[src/rtl/pwm_pkg.sv]
// Shared defaults and types for the multi-channel PWM block and its timers.
package pwm_pkg;
  localparam int DEF_NUM_CH  = 16;
  localparam int DEF_CNT_W   = 8;
  localparam int DEF_PRESC_W = 8;
  localparam int CH_IDX_W    = $clog2(DEF_NUM_CH);

  typedef logic [DEF_CNT_W-1:0] duty_t;
endpackage

[src/rtl/pwm_prescaler.sv]
// Clock prescaler: one-cycle tick every prescale+1 clocks, prescale read live.
// Tick is combinational from the count register; free-running, no backpressure.
module pwm_prescaler
  import pwm_pkg::*;
#(
  parameter int PRESC_W = DEF_PRESC_W
) (
  input  logic               clk,
  input  logic               rst_n,
  input  logic [PRESC_W-1:0] prescale,
  output logic               tick
);
  logic [PRESC_W-1:0] presc_cnt_q, presc_cnt_d;

  // >= so that lowering prescale below the running count ends the wait at once
  assign tick        = (presc_cnt_q >= prescale);
  assign presc_cnt_d = tick ? '0 : presc_cnt_q + 1'b1;

  always_ff @(posedge clk) begin
    if (!rst_n) presc_cnt_q <= '0;
    else        presc_cnt_q <= presc_cnt_d;
  end
endmodule

[src/rtl/pwm_multi_channel.sv]
// NUM_CH-channel PWM with programmable period/prescale and double-buffered duty.
// Outputs registered one clk after counter/active duty; writes are never stalled.
module pwm_multi_channel
  import pwm_pkg::*;
#(
  parameter int NUM_CH  = DEF_NUM_CH,
  parameter int CNT_W   = DEF_CNT_W,
  parameter int PRESC_W = DEF_PRESC_W
) (
  input  logic                      clk,
  input  logic                      rst_n,
  input  logic [NUM_CH-1:0]         en_out,
  input  logic [NUM_CH-1:0]         en_pwm,
  input  logic                      duty_wr,
  input  logic [$clog2(NUM_CH)-1:0] duty_ch,
  input  logic [CNT_W-1:0]          duty_val,
  input  logic [CNT_W-1:0]          period,
  input  logic [PRESC_W-1:0]        prescale,
  output logic [NUM_CH-1:0]         out,
  output logic                      period_start
);
  localparam int IDX_W = $clog2(NUM_CH);

  logic              tick, wrap;
  logic [CNT_W-1:0]  cnt_q, cnt_d;
  logic [CNT_W-1:0]  pending_q [NUM_CH];
  logic [CNT_W-1:0]  pending_d [NUM_CH];
  logic [CNT_W-1:0]  active_q  [NUM_CH];
  logic [CNT_W-1:0]  active_d  [NUM_CH];
  logic [NUM_CH-1:0] wr_sel, cmp_hi, out_q, out_d;
  logic              period_start_q;

  pwm_prescaler #(.PRESC_W(PRESC_W)) u_presc (
    .clk      (clk),
    .rst_n    (rst_n),
    .prescale (prescale),
    .tick     (tick)
  );

  // >= lets a live period reduction below cnt wrap on the next tick
  assign wrap = tick && (cnt_q >= period);

  always_comb begin
    cnt_d = cnt_q;
    if (wrap)      cnt_d = '0;
    else if (tick) cnt_d = cnt_q + 1'b1;
  end

  for (genvar i = 0; i < NUM_CH; i++) begin : g_ch
    assign wr_sel[i]    = duty_wr && (duty_ch == IDX_W'(i));
    // active loads from pending_d so a write on the wrap cycle reaches the new period
    assign pending_d[i] = wr_sel[i] ? duty_val : pending_q[i];
    assign active_d[i]  = wrap ? pending_d[i] : active_q[i];
    assign cmp_hi[i]    = cnt_q < active_q[i];
    assign out_d[i]     = en_out[i] && (!en_pwm[i] || cmp_hi[i]);
  end

  always_ff @(posedge clk) begin
    if (!rst_n) begin
      cnt_q          <= '0;
      out_q          <= '0;
      period_start_q <= 1'b0;
      for (int i = 0; i < NUM_CH; i++) begin
        pending_q[i] <= '0;
        active_q[i]  <= '0;
      end
    end else begin
      cnt_q          <= cnt_d;
      out_q          <= out_d;
      period_start_q <= wrap;
      pending_q      <= pending_d;
      active_q       <= active_d;
    end
  end

  assign out          = out_q;
  assign period_start = period_start_q;
endmodule

[config.mk]
export PLATFORM = sky130hd
export DESIGN_NAME = pwm_multi_channel
export DESIGN_NICKNAME = d
export VERILOG_FILES = /design/src/rtl/pwm_pkg.sv /design/src/rtl/pwm_prescaler.sv /design/src/rtl/pwm_multi_channel.sv
export SDC_FILE = /design/constraint.sdc
export NUM_CORES = 1
export LEC_CHECK = 0
export CAP_MARGIN = 5
export CORE_MARGIN = 5
export CORE_UTILIZATION = 40
export CTS_CLUSTER_SIZE = 10
export DETAILED_ROUTE_END_ITERATION = 12
export GPL_ROUTABILITY_DRIVEN = 0
export PLACE_DENSITY = 0.61
export REMOVE_ABC_BUFFERS = 1
export SYNTH_ARGS = -nofsm -noshare
export SYNTH_HDL_FRONTEND = slang
export SYNTH_SLANG_ARGS = --single-unit
[constraint.sdc]
create_clock -name clk -period 5.76 [get_ports clk]
set_clock_uncertainty 0.2 [all_clocks]
set_input_delay 0.864 -clock clk [delete_from_list [all_inputs] [get_ports clk]]
set_output_delay 0.864 -clock clk [all_outputs]
set_load 0.05 [all_outputs]
# ---- After elaboration in Yosys (flattened, before gate mapping)
# Cells that the tools add are included.
dict set report word_totals {
  wordCells 156
  in_bits 63
  output_inout_bits 17
  reg_bits 289
}
dict set report classes {
  n_addsub 2
  n_reduce_logical 68
  n_eq_ne 15
  n_bitwise 1
  order_cmp 18
  muxes 16
}
# operator n
set ops {}
lappend ops {{$lt A8 B8 Y1} 16}
lappend ops {{$mux W8} 16}
lappend ops {{$logic_and A1 B1 Y1} 33}
lappend ops {{$eq A4 B4 Y1 const B} 8}
lappend ops {{$add A8 B1 Y8 const B} 2}
lappend ops {{$eq A4 B3 Y1 const B} 4}
lappend ops {{$ge A8 B8 Y1} 2}
lappend ops {{$logic_not A1 Y1} 16}
lappend ops {{$logic_or A1 B1 Y1} 16}
lappend ops {{$eq A4 B2 Y1 const B} 2}
lappend ops {{$eq A4 B1 Y1 const B} 1}
lappend ops {{$logic_not A4 Y1} 1}
lappend ops {{$reduce_or A2 Y1} 2}
lappend ops {{$not A1 Y1} 1}

# ---- Logic depth before layout (Yosys ltp)
# Gate-level depths: netlist of run 1.
dict set report depth {
  depth_word 3
  depth_mapped 11
  depth_no_buf 7
}

# ---- Modules after synthesis
# Synthesis of run 1 repeated with hierarchy kept, for this count alone.
dict set report unflattened {
  hier_cells 1589
  hier_area_um2 14709.1
}
# mod seq_area_each_um2 instances cells_each area_per_inst_um2
set modules_own_cells {}
lappend modules_own_cells {pwm_multi_channel 5625.4 1 1531 14183.6}
lappend modules_own_cells {pwm_prescaler 160.2 1 58 525.5}

# ---- Least setup slack after synthesis of run 1
# No wires, ideal clock.
dict set report synth_path {
  path_type {in2reg}
  start {input port prescale[5]}
  end {register active_q[100] in the netlist's numbering}
  path_slack_ns 2.922
  t_arrival_ns 2.517
  n_path_buf 2
  setup_time_ns 0.121
  t_required_ns 5.439
  path_stages 9
  path_cell_list {inv_1 -> ha_1 -> nand2_1 -> nor3_1 -> a21oi_2 -> nor2_1 -> buf_2 -> buf_2 -> mux2_2}
}
dict set report synth_via {
  elab_chain_cells 2
}
# element line
set synth_rtl {}
lappend synth_rtl {{start, declared} pwm_multi_channel.sv:18} ;# input logic [PRESC_W-1:0] prescale,
lappend synth_rtl {{$ge A8 B8 Y1} pwm_prescaler.sv:16} ;# assign tick = (presc_cnt_q >= prescale);
lappend synth_rtl {{$logic_and A1 B1 Y1} pwm_multi_channel.sv:41} ;# assign wrap = tick && (cnt_q >= period);
lappend synth_rtl {{end signal, assigned} pwm_multi_channel.sv:72} ;# active_q <= active_d;
lappend synth_rtl {{end, declared} pwm_multi_channel.sv:28} ;# logic [CNT_W-1:0] active_q [NUM_CH];
# No other way between the ends.
# A chain may end at the register's enable or synchronous reset.

# ---- Worst setup path in the final report of run 1
dict set report layout_path {
  start {register cnt_q[1]}
  end {register active_q[97] in the netlist's numbering}
}
dict set report layout_via {
  elab_chain_cells 2
}
# element line
set layout_rtl {}
lappend layout_rtl {{start, declared} pwm_multi_channel.sv:25} ;# logic [CNT_W-1:0] cnt_q, cnt_d;
lappend layout_rtl {{start signal, assigned} pwm_multi_channel.sv:68} ;# cnt_q <= cnt_d;
lappend layout_rtl {{$ge A8 B8 Y1} pwm_multi_channel.sv:41}
lappend layout_rtl {{$logic_and A1 B1 Y1} pwm_multi_channel.sv:41}
# No other way between the ends.

==> reports/qor.yml, run 1 <==
flow_run:
  drv_cap: 0
logic_synthesis:
  syn_inst: 1432
  yosys-top-cells-area: "dfxtp_1, ha_1, mux2_2"
  ys_warn_count: 0
  ys_ff_latch: 289
  yosysSeqAreaShare_pct: 42.5
  synth.most_common_cell: "dfxtp_1"
  synth-edff-count: 0
  async_reset_ff_share_pct: 0
  synth_area_per_cell_um2: 9.51
  synth_top_area_share_pct: 42.5
  syn_area_um2: 13600
  synth_cell_types: 40
  yosys.area.top_type: "dfxtp_1"
  synthTopCellsByCount: "dfxtp_1, nor2_1, inv_1"
  ys_dominant_reg_cell: "dfxtp_1"
sta:
  fin_crit_ns: 3.43
  setup_ws_ns: 2.33
  finalSetupViolations: 0
  timing.fmax_mhz: 292
  hold_violations: 0
  finalSetupTns_ns: 0
  rsz0062_at_grt: "no"
  tightest_slew_ns: 1.22
  fin_crit_sh_pct: 59.5
  slew_viol_final: 0
  slew_headroom_pct: 18.7
die:
  io_pins: 80
  fp.dieW_um: 194
  rows: 67
  initial_core_util_pct: 40.6
  die_h_um: 194
  die-area_um2: 37800
  core_area_um2: 33500
worst_setup_path:
  max_stage_delay_ns: 1.04
  worst_r2r_startpoint: "cnt_q[1]$_SDFFE_PP0P_"
  worst_r2r_endpoint: "active_q[97]$_SDFFE_PN0P_"
  crit_slowest_cell: "dfxtp_1"
  cp_max_fo: 70
  reg2reg_slack_ns: 2.33
  crit_chain: "ha_1, nor4_1, o21ai_1, a311oi_4, nor2_4, buf_4, mux2_2"
  cp_num_cells: 7
  startpoint: "cnt_q[1]$_SDFFE_PP0P_"
  cp.required_ns: 5.94
  startpoint_type: "flop"
  path_buf_inv: 1
  crit_type: "reg -> reg"
  crit_arrival_ns: 3.60
  reg2reg_depth: 7
  cpLargestDelayFamily: "flip-flops"
  crit_path_end: "active_q[97]$_SDFFE_PN0P_"
  timing.critical_path.to_type: "flop"
power_and_ir_drop:
  p_leak_uw: 0.00654
  cellPowerDensity_nw_per_um2: 264
  p_total_uw: 4180
  vdd_drop_max_mv: 0.178
global_route:
  antenna_found_initial: 0
  grt_max_degree: 195
  overflow: 0
  first_global_vias: 9512
  track_usage_pct: 15.7
  grt_first_pass_wirelength_um: 49300
min_path:
  min_path_type: "reg -> reg"
  min_from: "pending_q[121]$_SDFF_PN0_"
  holdPathStages: 2
final_layout:
  drive_above_1_share_pct: 12.1
  nets: 1683
  diodes: 0
  synthToLayoutAreaGrowth_pct: 16.0
  num-fill-cells: 3221
clocking:
  cts.sinks: 289
  cts_tree: "built"
  post_cts_buffers: 0
  clkTransAtPathRegs_ns: 0.05
  cts_root_buf: "clkbuf_16"
  htree_num_levels: 2
  cts_hold_buf: 0
  clockBufferDepth: 3
  ctsResizeCount: 0
  cts_buffers: 35
  clock_latency_ns: 0.49
routing:
  firstDrtPassIters: 4
  drt_wl_total_um: 30100
  drtAntennaViolNets: 0
  drc: 0
  routed_via_density: 5.00
  drtIter0Drc: 424
  vias: 9732
  post_drt_wl_per_cell_um: 15.5
placement:
  dpl_worst_slack_ns: 1.88
  portBuffers: 79
  hpwl_um: 18400
status:
  outcome: "finished clean"
-- how the worst min path moves through the flow --
stage | to | slack (ns)
after floorplan | pending_q[121]$_SDFF_PN0_ | 0.24
after global placement | pending_q[122]$_SDFF_PN0_ | 0.24
after detailed placement | pending_q[124]$_SDFF_PN0_ | 0.26
after CTS | pending_q[124]$_SDFF_PN0_ | 0.26
after global routing | pending_q[124]$_SDFF_PN0_ | 0.28
final | pending_q[121]$_SDFF_PN0_ | 0.26
-- placed cells by master, fill, tap and decap left out, types with 4 or more instances in the layout --
| cell | n |
|---|---|
| ha_1 | 130 |
| nand3b_1 | 4 |
| nand2_1 | 55 |
| nor3_1 | 4 |
| mux2i_1 | 121 |
| a31oi_1 | 22 |
| clkbuf_16 | 37 |
| o21ai_0 | 18 |
| clkbuf_1 | 7 |
| o41ai_1 | 16 |
| a221o_1 | 16 |
| a21o_1 | 33 |
| mux2_2 | 112 |
| dfxtp_1 | 289 |
| inv_1 | 130 |
| a21oi_1 | 46 |
| clkdlybuf4s50_1 | 78 |
| nor2_1 | 246 |
| nand2b_1 | 19 |
| buf_4 | 14 |
| o211ai_1 | 16 |
| xor2_1 | 4 |
| nand3_1 | 24 |
| nor2_2 | 9 |
| and3_1 | 21 |
-- worst reg2reg max path, delay by kind of cell, from the launching register on --
kind                     cells  cell delay, ns
AO/OA/AOI/OAI                2            0.32
adder cells (fa/ha/maj)      1            0.30
buffers and inverters        1            0.71
flip-flops                   1            1.04
multiplexers                 1            0.55
AND/OR/NAND/NOR              2            0.19
-- metrics by stage --
| stage | util (%) | cells | hold WS [ns] | cell area, um^2 |
|---|---|---|---|---|
| after global routing | 47.1 | 1947 | 0.279 | 15800 |
| after global placement | 44.2 | 1901 | 0.243 | 14800 |
| after floorplan | - | 1359 | 0.235 | 13300 |
| after detailed placement | 44.2 | 1901 | 0.255 | 14800 |
| final | 47.1 | 1947 | 0.263 | 15800 |
| after CTS | 47.1 | 1947 | 0.262 | 15800 |
-- layer usage --
metal | part of all wire [%] | GRT usage, % | vias to the layer above
li1 | - | - | 4972
met1 | 48 | 21.5 | 4599
met2 | 47 | 26.3 | 123
met3 | 3.2 | 2.34 | 38
met4 | 1.5 | 3.44 | 0
met5 | 0 | 0 | -
-- state kept, by name, indices dropped and copies added (netlist names) --
signal	cells
out	16
active_q	128
pending_q	128
cnt_q	8
period_start	1
u_presc.presc_cnt_q	8
-- logic make-up (layout without fill, tap and decap cells) --
logic type | after synthesis | in the layout | share of synthesized area, %
and+or+nand+nor | 396 | 396 | 12.5
DFF | 289 | 289 | 42.5
muxes | 233 | 233 | 18.2
buffers and inverters | 204 | 271 | 5.84
AOI/OAI and AO/OA | 174 | 174 | 8.69
adders and majority gates | 130 | 130 | 11.9
xor gates and xnor gates | 6 | 6 | 0.386
-- report_power, final --
| group | internal [uW] | switching [uW] | total, uW |
|---|---|---|---|
| clock | 1170 | 766 | 1940 |
| combinational | 85.3 | 129 | 215 |
| sequential | 2020 | 7.17 | 2030 |
| total | 3270 | 903 | 4180 |
-- area by class of cell --
class	instances	area [um^2]	share of cell area [%]
Tap cell	448	561	3.55
Timing Repair Buffer	94	911	5.77
Inverter	131	499	3.16
Clock buffer	46	980	6.20
Sequential cell	289	5790	36.6
Multi-Input combinational cell	939	7060	44.7
No activity file was read; power rests on OpenSTA's default activity.
==> inputs of run 2 (changes only) <==
--- a/config.mk
+++ b/config.mk
@@ -11,7 +11,7 @@
 export CTS_CLUSTER_SIZE = 10
 export DETAILED_ROUTE_END_ITERATION = 12
 export GPL_ROUTABILITY_DRIVEN = 0
-export PLACE_DENSITY = 0.61
+export PLACE_DENSITY = 0.63
 export REMOVE_ABC_BUFFERS = 1
 export SYNTH_ARGS = -nofsm -noshare
 export SYNTH_HDL_FRONTEND = slang
==> constraint.sdc (replaced) <==
create_clock -name clk -period 2.9 [get_ports clk]
set_clock_uncertainty 0.2 [all_clocks]
set_input_delay 0.435 -clock clk [delete_from_list [all_inputs] [get_ports clk]]
set_output_delay 0.435 -clock clk [all_outputs]
set_load 0.05 [all_outputs]
==> run 2 against run 1 <==
Die area unchanged. Utilization up 0.90 points. Sequential share of layout area down 0.68 points.
==> reports/qor.yml, run 2 (synthesis results as in run 1) <==
clocking:
  cts_hold_buf: 0  # unchanged
  clock_latency_ns: 0.49  # about the same
  post_cts_buffers: 0  # unchanged
  ctsResizeCount: 0  # unchanged
  clockBufferDepth: 3  # unchanged
  clkTransAtPathRegs_ns: 0.05  # about the same
  cts.sinks: 289  # unchanged
  cts_root_buf: "clkbuf_16"  # unchanged
  cts_tree: "built"  # unchanged
  htree_num_levels: 2  # unchanged
  cts_buffers: 35  # unchanged
final_layout:
  postLayoutCoreUtil_pct: 48.0  # was 47.1%
  synthToLayoutAreaGrowth_pct: 18.2  # was 16.0%
  num-fill-cells: 3205  # was 3221
  drive_above_1_share_pct: 14.1  # was 12.1%
  layout_commonest_cell: "dfxtp_1"  # unchanged
  layout_common_cells: "dfxtp_1, nor2_1, inv_1, ha_1, mux2i_1"  # unchanged
  design_area_um2: 16100  # was 15800 um^2
  diodes: 0  # unchanged
  nets: 1716  # was 1683
global_route:
  grt_max_degree: 82  # was 195
  antenna_found_initial: 0  # unchanged
  first_global_vias: 9723  # was 9512
  grt_first_pass_wirelength_um: 49700  # was 49300 um
  overflow: 0  # unchanged
  track_usage_pct: 15.8  # was 15.7%
min_path:
  min_path_type: "in -> reg"  # was reg -> reg
routing:
  drtIter0Drc: 439  # was 424
  firstDrtPassIters: 6  # was 4
  post_drt_wl_per_cell_um: 15.4  # was 15.5 um
  drtAntennaViolNets: 0  # unchanged
  drc: 0  # unchanged
  drt_wl_total_um: 30500  # was 30100 um
  vias: 9797  # was 9732
  routed_via_density: 4.96  # was 5.00
sta:
  fin_crit_sh_pct: 86.6
  slew_viol_final: 0  # unchanged
  rsz0062_at_grt: "no"  # unchanged
  fin_crit_ns: 2.51
  hold_violations: 0  # unchanged
  hold_slack_ns: 0.184  # was 0.263 ns
  finalSetupViolations: 0  # unchanged
  timing.fmax_mhz: 398
  tightest_slew_ns: 0.560  # was 1.22 ns
  slew_headroom_pct: 62.7  # was 18.7%
die:
  die-area_um2: 37800  # unchanged
  die_h_um: 194  # unchanged
  initial_core_util_pct: 40.6  # unchanged
  io_pins: 80  # unchanged
  core_area_um2: 33500  # unchanged
  rows: 67  # unchanged
  fp.dieW_um: 194  # unchanged
worst_setup_path:
  cp.required_ns: 3.08  # was 5.94 ns
  startpoint_type: "input port"  # was flop
  cp_max_fo: 18  # was 70
  crit_type: "in -> reg"  # was reg -> reg
  crit_arrival_ns: 2.70  # was 3.60 ns
  timing.critical_path.to_type: "flop"  # unchanged
power_and_ir_drop:
  p_leak_uw: 0.00672  # was 0.00654 uW
  vdd_drop_max_mv: 0.426  # was 0.178 mV
  cellPowerDensity_nw_per_um2: 514  # was 264 nW/um^2
placement:
  portBuffers: 79  # unchanged
  dpl_cell_area_um2: 15100  # was 14800 um^2
  hpwl_um: 19100  # was 18400 um
status:
  outcome: "finished clean"  # unchanged
flow_run:
  drv_cap: 0  # unchanged
[run 2: cell types whose count changed in the layout (fill, tap and decap cells not counted)]
cell	before	now
inv_8	1	0
clkinv_4	0	1
inv_6	0	1
clkbuf_1	7	3
clkbuf_8	2	1
buf_12	1	7
buf_4	14	41
[run 2: final timing paths]
check                                                  to  slack, ns                 startpoint  depth (start not counted)
worst min-delay path             pending_q[83]$_SDFF_PN0_       0.18                      rst_n                          3
worst min register to register  pending_q[125]$_SDFF_PN0_       0.26  pending_q[125]$_SDFF_PN0_                          2
worst max-delay path            active_q[87]$_SDFFE_PN0P_       0.39                  period[3]                          9
worst max register to register  active_q[87]$_SDFFE_PN0P_       0.49      cnt_q[0]$_SDFFE_PP0P_                          8
[run 2: through the flow]
step	power (uW)	TNS [ns]	std cells	setup slack [ns]
global route	8600	0	1976	0.274
floorplan	4310	-833.97	1359	-4.78
CTS	8410	0	1976	0.400
detailed placement	4560	-7.37	1934	-0.128
global placement	4550	-3.77	1934	-0.0807
finish	8280	0	1976	0.388
[run 2: where the power goes]
| part | total, uW | internal [uW] | switching (uW) |
|---|---|---|---|
| Sequential | 4020 | 4010 | 13.0 |
| Combinational | 448 | 187 | 262 |
| Clock | 3810 | 2280 | 1530 |
[run 2: per-layer routing]
layer  track usage, %  routed length [um]
met2             27.2               14600
met3             2.53                1090
met1             21.0               14400
met4             3.28                 423
met5                0                   0
[run 2: cell type report]
| type | instances | area (um^2) | area share [%] |
|---|---|---|---|
| clock buffer | 41 | 951 | 5.91 |
| clock inverter | 1 | 8.76 | 0.0544 |
| inverter | 131 | 497 | 3.09 |
| multi-input combinational | 939 | 7060 | 43.9 |
| sequential | 289 | 5790 | 35.9 |
| tap | 448 | 561 | 3.48 |
| timing repair buffer | 127 | 1230 | 7.66 |
[run 2: worst max-delay path, cell delays in order]
cell and delay (ns):
clkdlybuf4s50_1 0.46, inv_1 0.05, ha_1 0.27, o21ai_0 0.07, o21bai_1 0.25, a311oi_4 0.18
nor2_4 0.28, buf_4 0.33, mux2_2 0.37
==> inputs of run 3 (changes only) <==
--- a/config.mk
+++ b/config.mk
@@ -7,11 +7,11 @@
 export LEC_CHECK = 0
 export CAP_MARGIN = 5
 export CORE_MARGIN = 5
-export CORE_UTILIZATION = 40
+export CORE_UTILIZATION = 35
 export CTS_CLUSTER_SIZE = 10
 export DETAILED_ROUTE_END_ITERATION = 12
 export GPL_ROUTABILITY_DRIVEN = 0
-export PLACE_DENSITY = 0.63
+export PLACE_DENSITY = 0.57
 export REMOVE_ABC_BUFFERS = 1
 export SYNTH_ARGS = -nofsm -noshare
 export SYNTH_HDL_FRONTEND = slang
==> constraint.sdc (replaced) <==
create_clock -name clk -period 2.9 [get_ports clk]
set_clock_uncertainty 0.2 [all_clocks]
set_input_delay 0.725 -clock clk [delete_from_list [all_inputs] [get_ports clk]]
set_output_delay 0.725 -clock clk [all_outputs]
set_load 0.05 [all_outputs]
==> run 3 against run 2 <==
Register-to-register slack worse by 0.03 ns. Clock-buffer cell count is 6 higher. Critical path depth unchanged. Flip-flop and latch count is the same. Sequential share of layout area down 1.3 points. Setup slack got worse by 0.33 ns. Via count rose by 0.66%. Clock power increased by 6.0%. Highest routed layer unchanged.
==> reports/qor.yml, run 3 (synthesis results as in run 1) <==
flow_run:
  drv_cap: 0  # unchanged
final_layout:
  synthToLayoutAreaGrowth_pct: 22.5  # was 18.2%
  layout_commonest_cell: "dfxtp_1"  # unchanged
  diodes: 0  # unchanged
  nets: 1743  # was 1716
  layout_common_cells: "dfxtp_1, nor2_1, inv_1, ha_1, mux2i_1"  # unchanged
  fin_cells: 2081  # was 1976
  drive_above_1_share_pct: 15.7  # was 14.1%
worst_setup_path:
  startpoint_type: "input port"  # unchanged
  crit_arrival_ns: 3.07  # was 2.70 ns
  cp_max_fo: 3  # was 18
  crit_chain: "clkdlybuf4s50_1, inv_1, ha_1, nor4_1, o21ai_1, a311oi_4, buf_4, or4b_1, a31oi_1"  # was clkdlybuf4s50_1, inv_1, ha_1, o21ai_0, o21bai_1, a311oi_4, nor2_4, buf_4, mux2_2
  max_stage_delay_ns: 0.47  # was 0.46 ns
  cp.required_ns: 3.13  # was 3.08 ns
  crit_type: "in -> reg"  # unchanged
  crit_slowest_cell: "clkdlybuf4s50_1"  # unchanged
  path_buf_inv: 3  # unchanged
  cpLargestDelayFamily: "simple AND/OR/NAND/NOR gates"  # was buffers and inverters
  timing.critical_path.to_type: "flop"  # unchanged
routing:
  post_drt_wl_per_cell_um: 15.2  # was 15.4 um
  firstDrtPassIters: 4  # was 6
  drt_wl_total_um: 31700  # was 30500 um
  routed_via_density: 4.74  # was 4.96
  wl_met3_um: 1140  # was 1090 um
  routed-wl-met2_um: 15200  # was 14600 um
  drtIter0Drc: 395  # was 439
  drc: 0  # unchanged
  drtAntennaViolNets: 0  # unchanged
  topRoutingLayerUsed: "met4"  # unchanged
  drt-met1-wl_um: 14900  # was 14400 um
  vias: 9862  # was 9797
sta:
  slew_viol_final: 0  # unchanged
  slew_headroom_pct: 65.6  # was 62.7%
  fin_crit_sh_pct: 97.8  # was 86.6%
  setup_ws_ns: 0.0626  # was 0.388 ns
  rsz0062_at_grt: "no"  # unchanged
  finalSetupTns_ns: 0  # unchanged
  timing.fmax_mhz: 352  # was 398 MHz
  hold_slack_ns: 0.254  # was 0.184 ns
  fin_crit_ns: 2.84  # was 2.51 ns
  hold_violations: 0  # unchanged
  finalSetupViolations: 0  # unchanged
  tightest_slew_ns: 0.514  # was 0.560 ns
global_route:
  antenna_found_initial: 0  # unchanged
  overflow: 0  # unchanged
  grt_first_pass_wirelength_um: 51900  # was 49700 um
  track_usage_pct: 14.6  # was 15.8%
  first_global_vias: 9988  # was 9723
  grt_max_degree: 45  # was 82
die:
  initial_core_util_pct: 35.3  # was 40.6%
  io_pins: 80  # unchanged
  core_area_um2: 38600  # was 33500 um^2
  fp.dieW_um: 207  # was 194 um
  die_h_um: 207  # was 194 um
  die-area_um2: 42900  # was 37800 um^2
  rows: 72  # was 67
clocking:
  cts_buffers: 36  # was 35
  cts_tree: "built"  # unchanged
  htree_num_levels: 2  # unchanged
  cts_hold_buf: 0  # unchanged
  clock_latency_ns: 0.51  # was 0.49 ns
  clkTransAtPathRegs_ns: 0.06  # was 0.05 ns
  cts.sinks: 289  # unchanged
  clockBufferDepth: 3  # unchanged
  cts_root_buf: "clkbuf_16"  # unchanged
placement:
  dpl_worst_slack_ns: -0.513  # was -0.128 ns
  hpwl_um: 20600  # was 19100 um
  portBuffers: 79  # unchanged
  place_inst: 2029  # was 1934
min_path:
  min_path_type: "reg -> reg"  # was in -> reg
power_and_ir_drop:
  p_leak_uw: 0.00694  # was 0.00672 uW
  cellPowerDensity_nw_per_um2: 513  # was 514 nW/um^2
  vdd_drop_max_mv: 0.276  # was 0.426 mV
status:
  outcome: "finished clean"  # unchanged
## run 3: metal layers
metal  vias up  track usage, %
li1       5101               -
met1      4614            18.9
met2       108            25.4
met3        39            2.49
met4         0            3.49
met5         -               0
## run 3: power by group
group          switching [uW]  internal, uW
logic                     274           225
registers                12.9          4010
clock network            1590          2440
total                    1880          6680
## run 3: timing repair
action,in CTS,in global routing
buffers inserted,0,1
gates resized for setup,0,1
endpoints found under the setup margin,0,24
## run 3: cell type report
cell class | instances | area [um^2]
inverters | 131 | 499
clock buffers | 47 | 983
clock inverters | 4 | 55.1
well taps | 518 | 648
fillers | 3763 | 21900
multi-input cells | 939 | 7060
flip-flops and latches | 289 | 5790
repair buffers | 153 | 1650
## run 3: path summary, 6_finish.rpt
kind | from | endpoint | slack (ns) | depth (start not counted)
setup / recovery | period[1] | cnt_q[5]$_SDFFE_PP0P_ | 0.06 | 9
hold / removal | pending_q[124]$_SDFF_PN0_ | pending_q[124]$_SDFF_PN0_ | 0.25 | 2
setup reg to reg | cnt_q[0]$_SDFFE_PP0P_ | active_q[98]$_SDFFE_PN0P_ | 0.46 | 8
hold reg to reg | pending_q[124]$_SDFF_PN0_ | pending_q[124]$_SDFF_PN0_ | 0.25 | 2
## run 3: tightest hold or removal path, cell delays in order, from the launching register on
cell and delay (ns):
dfxtp_1 0.29, nand2_1 0.05, a21oi_1 0.06
## run 3: stage by stage
step           power [uW]  util, %  area [um^2]
3_3_place_gp         4600     40.5        15600
3_5_place_dp         4610     40.5        15600
5_1_grt              8910     43.3        16700
6_report             8560     43.3        16700
4_1_cts              8700     43.2        16700
2_1_floorplan        4310        -        13300
